## src/rtl/multicycle_ctrl_fsm.sv

```systemverilog
// Multi-cycle MIPS controller (FETCH/DECODE/EXEC/MEM/WB); outputs decode from state and inputs in the same cycle.
// Memory stalls hold the FSM until mem_ack or MEM_TIMEOUT. Macro ILLEGAL_TRAP_EN adds a sticky TRAP state.
module multicycle_ctrl_fsm #(
  parameter int CNT_W       = 32,
  parameter int MEM_TIMEOUT = 255
) (
  input  logic             clk,
  input  logic             rst,
  input  logic [5:0]       ir_opcode,
  input  logic [5:0]       ir_funct,
  input  logic             alu_zero,
  input  logic             mem_ack,
  output logic             mem_req,
  output logic             mem_we,
  output logic             mem_addr_sel,
  output logic             ir_we,
  output logic             pc_we,
  output logic [1:0]       pc_src_sel,
  output logic [1:0]       alu_b_sel,
  output logic [3:0]       alu_ctrl,
  output logic             reg_we,
  output logic [1:0]       reg_dst_sel,
  output logic [1:0]       wb_sel,
  output logic             bus_err,
  output logic             illegal,
  output logic [CNT_W-1:0] retired
);

`ifdef ILLEGAL_TRAP_EN
  typedef enum logic [2:0] {S_FETCH, S_DECODE, S_EXEC, S_MEM, S_WB, S_TRAP} state_t;
`else
  typedef enum logic [2:0] {S_FETCH, S_DECODE, S_EXEC, S_MEM, S_WB} state_t;
`endif

  typedef enum logic [2:0] {CL_ALU, CL_LW, CL_SW, CL_BEQ, CL_JAL, CL_JR, CL_BAD} cls_t;

  typedef struct packed {
    cls_t       cls;
    logic [3:0] alu_ctrl;
    logic [1:0] alu_b_sel;
    logic [1:0] reg_dst_sel;
    logic [1:0] wb_sel;
  } dec_t;

  localparam logic [7:0] TIMEOUT = 8'(MEM_TIMEOUT);

  state_t           state, state_nxt;
  dec_t             dec_c, dec_q;
  logic [7:0]       wait_cnt;
  logic [CNT_W-1:0] ret_cnt;
  logic             to_hit, to_fire;

  assign to_hit  = (state == S_FETCH || state == S_MEM) && (wait_cnt == TIMEOUT);
  assign to_fire = to_hit && !mem_ack;

  always_comb begin
    dec_c = '{cls: CL_BAD, alu_ctrl: 4'b0000, alu_b_sel: 2'd0, reg_dst_sel: 2'd0, wb_sel: 2'd0};
    case (ir_opcode)
      6'b000000: begin
        dec_c.reg_dst_sel = 2'd1;
        case (ir_funct)
          6'b100000: begin dec_c.cls = CL_ALU; dec_c.alu_ctrl = 4'b0000; end
          6'b000000: begin dec_c.cls = CL_ALU; dec_c.alu_ctrl = 4'b0100; dec_c.alu_b_sel = 2'd3; end
          6'b100100: begin dec_c.cls = CL_ALU; dec_c.alu_ctrl = 4'b0101; end
          6'b100111: begin dec_c.cls = CL_ALU; dec_c.alu_ctrl = 4'b0111; end
          6'b101010: begin dec_c.cls = CL_ALU; dec_c.alu_ctrl = 4'b1011; end
          6'b001000: begin dec_c.cls = CL_JR;  dec_c.alu_ctrl = 4'b1010; dec_c.reg_dst_sel = 2'd0; end
          default:   dec_c.reg_dst_sel = 2'd0;
        endcase
      end
      6'b001000: begin dec_c.cls = CL_ALU; dec_c.alu_ctrl = 4'b0000; dec_c.alu_b_sel = 2'd1; end
      6'b001100: begin dec_c.cls = CL_ALU; dec_c.alu_ctrl = 4'b0110; dec_c.alu_b_sel = 2'd2; end
      6'b100011: begin dec_c.cls = CL_LW;  dec_c.alu_ctrl = 4'b0010; dec_c.alu_b_sel = 2'd1; dec_c.wb_sel = 2'd1; end
      6'b101011: begin dec_c.cls = CL_SW;  dec_c.alu_ctrl = 4'b0011; dec_c.alu_b_sel = 2'd1; end
      6'b000100: begin dec_c.cls = CL_BEQ; dec_c.alu_ctrl = 4'b1000; end
      6'b000011: begin dec_c.cls = CL_JAL; dec_c.alu_ctrl = 4'b1001; dec_c.reg_dst_sel = 2'd2; dec_c.wb_sel = 2'd2; end
      default: ;
    endcase
  end

  always_ff @(posedge clk) begin
    if (rst) begin
      state    <= S_FETCH;
      dec_q    <= '0;
      wait_cnt <= '0;
      ret_cnt  <= '0;
    end else begin
      state <= state_nxt;
      if (state == S_DECODE)
        dec_q <= dec_c;
      // Clearing on any state change covers entry to FETCH and MEM; a timeout re-enters FETCH.
      if (state_nxt != state || to_fire)
        wait_cnt <= '0;
      else if (state == S_FETCH || state == S_MEM)
        wait_cnt <= wait_cnt + 8'd1;
      if (state_nxt == S_FETCH && state != S_FETCH && !to_fire)
        ret_cnt <= ret_cnt + CNT_W'(1);
    end
  end

  always_comb begin
    state_nxt = state;
    case (state)
      S_FETCH:  if (mem_ack) state_nxt = S_DECODE;
                else if (to_hit) state_nxt = S_FETCH;
      S_DECODE: begin
        if (dec_c.cls == CL_BAD)
`ifdef ILLEGAL_TRAP_EN
          state_nxt = S_TRAP;
`else
          state_nxt = S_FETCH;
`endif
        else
          state_nxt = S_EXEC;
      end
      S_EXEC: begin
        case (dec_q.cls)
          CL_ALU:        state_nxt = S_WB;
          CL_LW, CL_SW:  state_nxt = S_MEM;
          default:       state_nxt = S_FETCH;
        endcase
      end
      S_MEM: begin
        if (mem_ack)     state_nxt = (dec_q.cls == CL_SW) ? S_FETCH : S_WB;
        else if (to_hit) state_nxt = S_FETCH;
      end
      S_WB:     state_nxt = S_FETCH;
`ifdef ILLEGAL_TRAP_EN
      S_TRAP:   state_nxt = S_TRAP;
`endif
      default:  state_nxt = S_FETCH;
    endcase
  end

  always_comb begin
    mem_req      = 1'b0;
    mem_we       = 1'b0;
    mem_addr_sel = 1'b0;
    ir_we        = 1'b0;
    pc_we        = 1'b0;
    pc_src_sel   = 2'd0;
    alu_b_sel    = 2'd0;
    alu_ctrl     = 4'b0000;
    reg_we       = 1'b0;
    reg_dst_sel  = 2'd0;
    wb_sel       = 2'd0;
    bus_err      = 1'b0;
    illegal      = 1'b0;
    retired      = '0;
    if (!rst) begin
      retired = ret_cnt;
      if (state == S_EXEC || state == S_MEM || state == S_WB) begin
        alu_ctrl    = dec_q.alu_ctrl;
        alu_b_sel   = dec_q.alu_b_sel;
        reg_dst_sel = dec_q.reg_dst_sel;
        wb_sel      = dec_q.wb_sel;
      end
      case (state)
        S_FETCH: begin
          mem_req = !to_fire;
          bus_err = to_fire;
          ir_we   = mem_ack;
          pc_we   = mem_ack;
        end
        S_EXEC: begin
          case (dec_q.cls)
            CL_BEQ: begin pc_we = alu_zero; pc_src_sel = 2'd1; end
            CL_JAL: begin reg_we = 1'b1; pc_we = 1'b1; pc_src_sel = 2'd2; end
            CL_JR:  begin pc_we = 1'b1; pc_src_sel = 2'd3; end
            default: ;
          endcase
        end
        S_MEM: begin
          mem_req      = !to_fire;
          mem_addr_sel = 1'b1;
          mem_we       = (dec_q.cls == CL_SW) && !to_fire;
          bus_err      = to_fire;
        end
        S_WB:    reg_we = 1'b1;
`ifdef ILLEGAL_TRAP_EN
        S_TRAP:  illegal = 1'b1;
`endif
        default: ;
      endcase
    end
  end

endmodule
```

## config.mk

```make
export PLATFORM = sky130hd
export DESIGN_NAME = multicycle_ctrl_fsm
export DESIGN_NICKNAME = d
export VERILOG_FILES = /design/src/rtl/multicycle_ctrl_fsm.sv
export SDC_FILE = /design/constraint.sdc
export NUM_CORES = 1
export LEC_CHECK = 0
export CORE_UTILIZATION = 47
export DETAILED_ROUTE_END_ITERATION = 10
export HOLD_SLACK_MARGIN = 0.03
export PLACE_DENSITY = 0.78
export SETUP_SLACK_MARGIN = 0.1
export SLEW_MARGIN = 20
export SYNTH_ARGS = -nofsm -noshare
export SYNTH_HDL_FRONTEND = slang
export SYNTH_SLANG_ARGS = --single-unit
```

## constraint.sdc

```tcl
create_clock -name clk -period 3 [get_ports clk]
set_input_delay 0.6 -clock clk [delete_from_list [all_inputs] [get_ports clk]]
set_output_delay 0.6 -clock clk [all_outputs]
set_load 0.01 [all_outputs]
```

==> flow_summary.yaml <==
outcome:
  outcome: "finished, final reports clean"
power_and_ir_drop:
  power.switching_w: 0.000408
  comb_power_share_pct: 14.8
  peakVddDrop_v: 0.000215
  seq_power_share_pct: 53.4
  power_density_mw_per_mm2: 313
  swShare_pct: 28.2
  internal-power_w: 0.00104
  p_leak_nw: 1.74
  clkPwrFrac_pct: 31.7
synthesis:
  synth_nets: 444
  synth_compound_area_share_pct: 12.2
  synth_xor_area_share_pct: 3.46
  synthMostInstantiatedCell: "nor2_1"
  syn-cell-area_mm2: 0.00329
  synth_area_leader_cell: "dfxtp_1"
  synthCells: 426
  ys_ff_latch: 56
  synth_ff_type: "dfxtp_1"
  synthAdderAreaFrac_pct: 0.761
  yosysTopAreaCellShare_pct: 34.1
  synth_edf_count: 0
  synth.area.mux_share_pct: 4.91
  synth_seq_area_share_pct: 34.1
  avgSynthCellArea_um2: 7.72
  ys_top_cells_by_area: "dfxtp_1 (34%), nor2_1 (6.7%), nor2b_1 (4.8%), mux2_2 (4.1%), a21oi_1 (4.0%)"
  synth_top_family_by_area: "simple AND/OR/NAND/NOR gates"
  ys_types: 57
  synthSimpleGateAreaFrac_pct: 39.9
  async_flop_share_pct: 0
  yosys_warnings: 0
  synthTopCellsByCount: "nor2_1 (59), dfxtp_1 (56), nand2_1 (31)"
critical_path:
  required_ps: 3220
  worstSetupPathType: "in2reg"
  path_max_fanout: 3
  critPathMaxStageDelay_ps: 520
  timing.rr.end: "ret_cnt[31]$_SDFFE_PP0P_"
  r2r_cells: 9
  path_depth: 9
  rrSetupSlack_ps: 180
  r2r-start: "dec_q[11]$_SDFFE_PP0P_"
  crit_slowest_cell: "or4_4"
  cp-start-kind: "primary input"
  cp_num_buf_inv: 2
  crit_end: "ret_cnt[31]$_SDFFE_PP0P_"
  crit_chain: "buf_6 -> or4_4 -> or3_4 -> a21oi_4 -> o211ai_2 -> buf_4 -> or4_4 -> or3_4 -> mux2_4"
  endpoint_kind: "flop"
  critPathTopFamily: "simple AND/OR/NAND/NOR gates"
  critPathLaunch: "ir_opcode[5]"
  arrival_ps: 3120
finish:
  syn2layout_area_growth_pct: 40.1
  num-fill-cells: 564
  diodes: 0
  fin_util_pct: 67.8
  drive_gt1_share_pct: 21.7
  fin_nets: 551
sta:
  fin_ws_ps: 105
  maxSlewHeadroom_pct: 65.9
  clock.fmax_mhz: 345
  rsz0062_at_grt: "true"
  layout_min_cycle_time_ps: 2900
  finalSetupViolations: 0
  hold_violations: 0
  fin_crit_sh_pct: 96.5
  maxSlewViolCount: 0
  hold_ws_ps: 476
  tightest_slew_ps: 506
  fin_skew_ps: 11.6
placed_design:
  place_ws_ps: -616
  io_buffers: 66
  dpl.hpwl_mm: 6.47
  place.gp.congestion: 0.832
clocking:
  cts_buffers: 5
  clk_pin_slew_ps: 110
  cts.sinks: 56
  clkLatencyLatePin_ps: 330
  htreeDepth: 2
  cts-root-buf: "clkbuf_8"
  cts_hold_buf: 0
  cts_tree: "yes"
  cts_buffer_depth: 2
routing:
  routedWlPerCell_um: 14.9
  drt_iter0_markers: 211
  vias: 3548
  drt-vias-per-instance: 5.63
  wl_mm: 9.38
  drcViolationCount: 0
  firstDrtPassIters: 4
  ant_nets: 0
floorplanning:
  die_width_um: 85.7
  rows: 30
  die_h_um: 85.7
  coreArea_mm2: 0.00679
  dieArea_mm2: 0.00734
  io_pins: 68
  initial_core_util_pct: 48.4
global_routing:
  grt_pass1_vias: 3300
  grt_pass1_wl_mm: 15.2
  antenna_found_initial: 0
  grt-ovfl-total: 0
  grt_max_degree: 50
  groute.usage.overall_pct: 25.3
run:
  cap_viol_max_count: 0
min_path:
  hold_class: "reg2reg"
  worstHoldPathCells: 2
  min_from: "dec_q[1]$_SDFFE_PP0P_"
[worst min-delay path: stages, from the launching register on]
cell     delay (ps)
dfxtp_1         320
nand2_1          50
a21oi_1          60
[power by group through the flow]
stage	clock network, W	logic [W]	registers [W]
after floorplan	0	0.000106	0.000783
after global placement	0	0.000192	0.000787
after detailed placement	0	0.000199	0.000788
after CTS	0.000464	0.000204	0.000771
after global routing	0.000502	0.000231	0.000775
final	0.000458	0.000214	0.000772
[stage by stage]
| stage | instance area (um2) | total power [W] | instances | setup TNS (ps) |
|---|---|---|---|---|
| final | 4610 | 0.00144 | 630 | 0 |
| after global routing | 4610 | 0.00151 | 630 | 0 |
| after global placement | 4360 | 0.000979 | 615 | -12580 |
| after floorplan | 3310 | 0.000889 | 426 | -137 |
| after detailed placement | 4360 | 0.000986 | 615 | -14190 |
| after CTS | 4520 | 0.00144 | 627 | 0 |
[layout make-up]
| class | count | area, um2 | area share (%) |
|---|---|---|---|
| well taps | 96 | 120 | 2.61 |
| flip-flops and latches | 56 | 1120 | 24.4 |
| inverters | 14 | 52.6 | 1.14 |
| clock inverters | 3 | 28.8 | 0.624 |
| clock buffers | 5 | 68.8 | 1.49 |
| repair buffers | 121 | 1080 | 23.5 |
| multi-input cells | 335 | 2130 | 46.3 |
[logic make-up after synthesis]
kind of cell	count (synthesis)
AND/OR/NAND/NOR	241
AO/OA/AOI/OAI	63
flip-flops	56
buffers and inverters	36
multiplexers	14
XOR/XNOR	13
adder cells (fa/ha/maj)	2
other	1
[routing by layer]
| metal | share of wire (%) | track usage (%) |
|---|---|---|
| met5 | 0 | 0 |
| met4 | 1.4 | 6.82 |
| met3 | 4.4 | 4.23 |
| met2 | 50 | 43.6 |
| met1 | 44 | 32.9 |
[worst min path at each step]
stage / end / slack (ps)
floorplan: dec_q[2]$_SDFFE_PP0P_ / 430
global placement: dec_q[2]$_SDFFE_PP0P_ / 440
detailed placement: dec_q[1]$_SDFFE_PP0P_ / 450
CTS: dec_q[1]$_SDFFE_PP0P_ / 470
global route: dec_q[3]$_SDFFE_PP0P_ / 490
finish: dec_q[1]$_SDFFE_PP0P_ / 480
[cell usage in the layout (no fill, tap or decap), types with 3 or more instances in the layout]
cell type / netlist / routed
nor2_1: 59 / 59
dfxtp_1: 56 / 54
clkdlybuf4s50_1: 0 / 53
buf_4: 1 / 53
nand2_1: 31 / 31
nor2b_1: 25 / 25
a21oi_1: 26 / 24
and2_1: 15 / 15
nand4_1: 15 / 15
inv_1: 14 / 14
nor3_1: 16 / 13
or3_1: 15 / 12
mux2_2: 12 / 12
nand3_1: 13 / 12
and3_1: 11 / 11
xnor2_1: 8 / 8
o21ai_0: 12 / 8
nor4_1: 10 / 7
xor2_1: 5 / 5
or4_4: 2 / 5
clkbuf_8: 0 / 5
nor3b_1: 4 / 4
or3_4: 1 / 4
o21ai_1: 0 / 4
a211oi_1: 4 / 4
dlygate4sd2_1: 0 / 4
dlymetal6s2s_1: 0 / 4
nand2b_1: 4 / 3
nand4b_1: 3 / 3
nor4_2: 0 / 3
or4b_4: 0 / 3
a31o_2: 3 / 3
buf_6: 1 / 3
[what timing repair did]
| item | CTS | global route |
|---|---|---|
| buffers inserted | 3 | 3 |
| setup endpoints to repair | 31 | 30 |
| gates resized for setup | 32 | 20 |
| gates cloned | 1 | 0 |
| pin swaps | 11 | 5 |
[state kept, by name, summed over array words and instances, names as in the netlist]
register  count
state         3
wait_cnt      8
dec_q        13
ret_cnt      32
No activity file was read; power rests on OpenSTA's default activity.
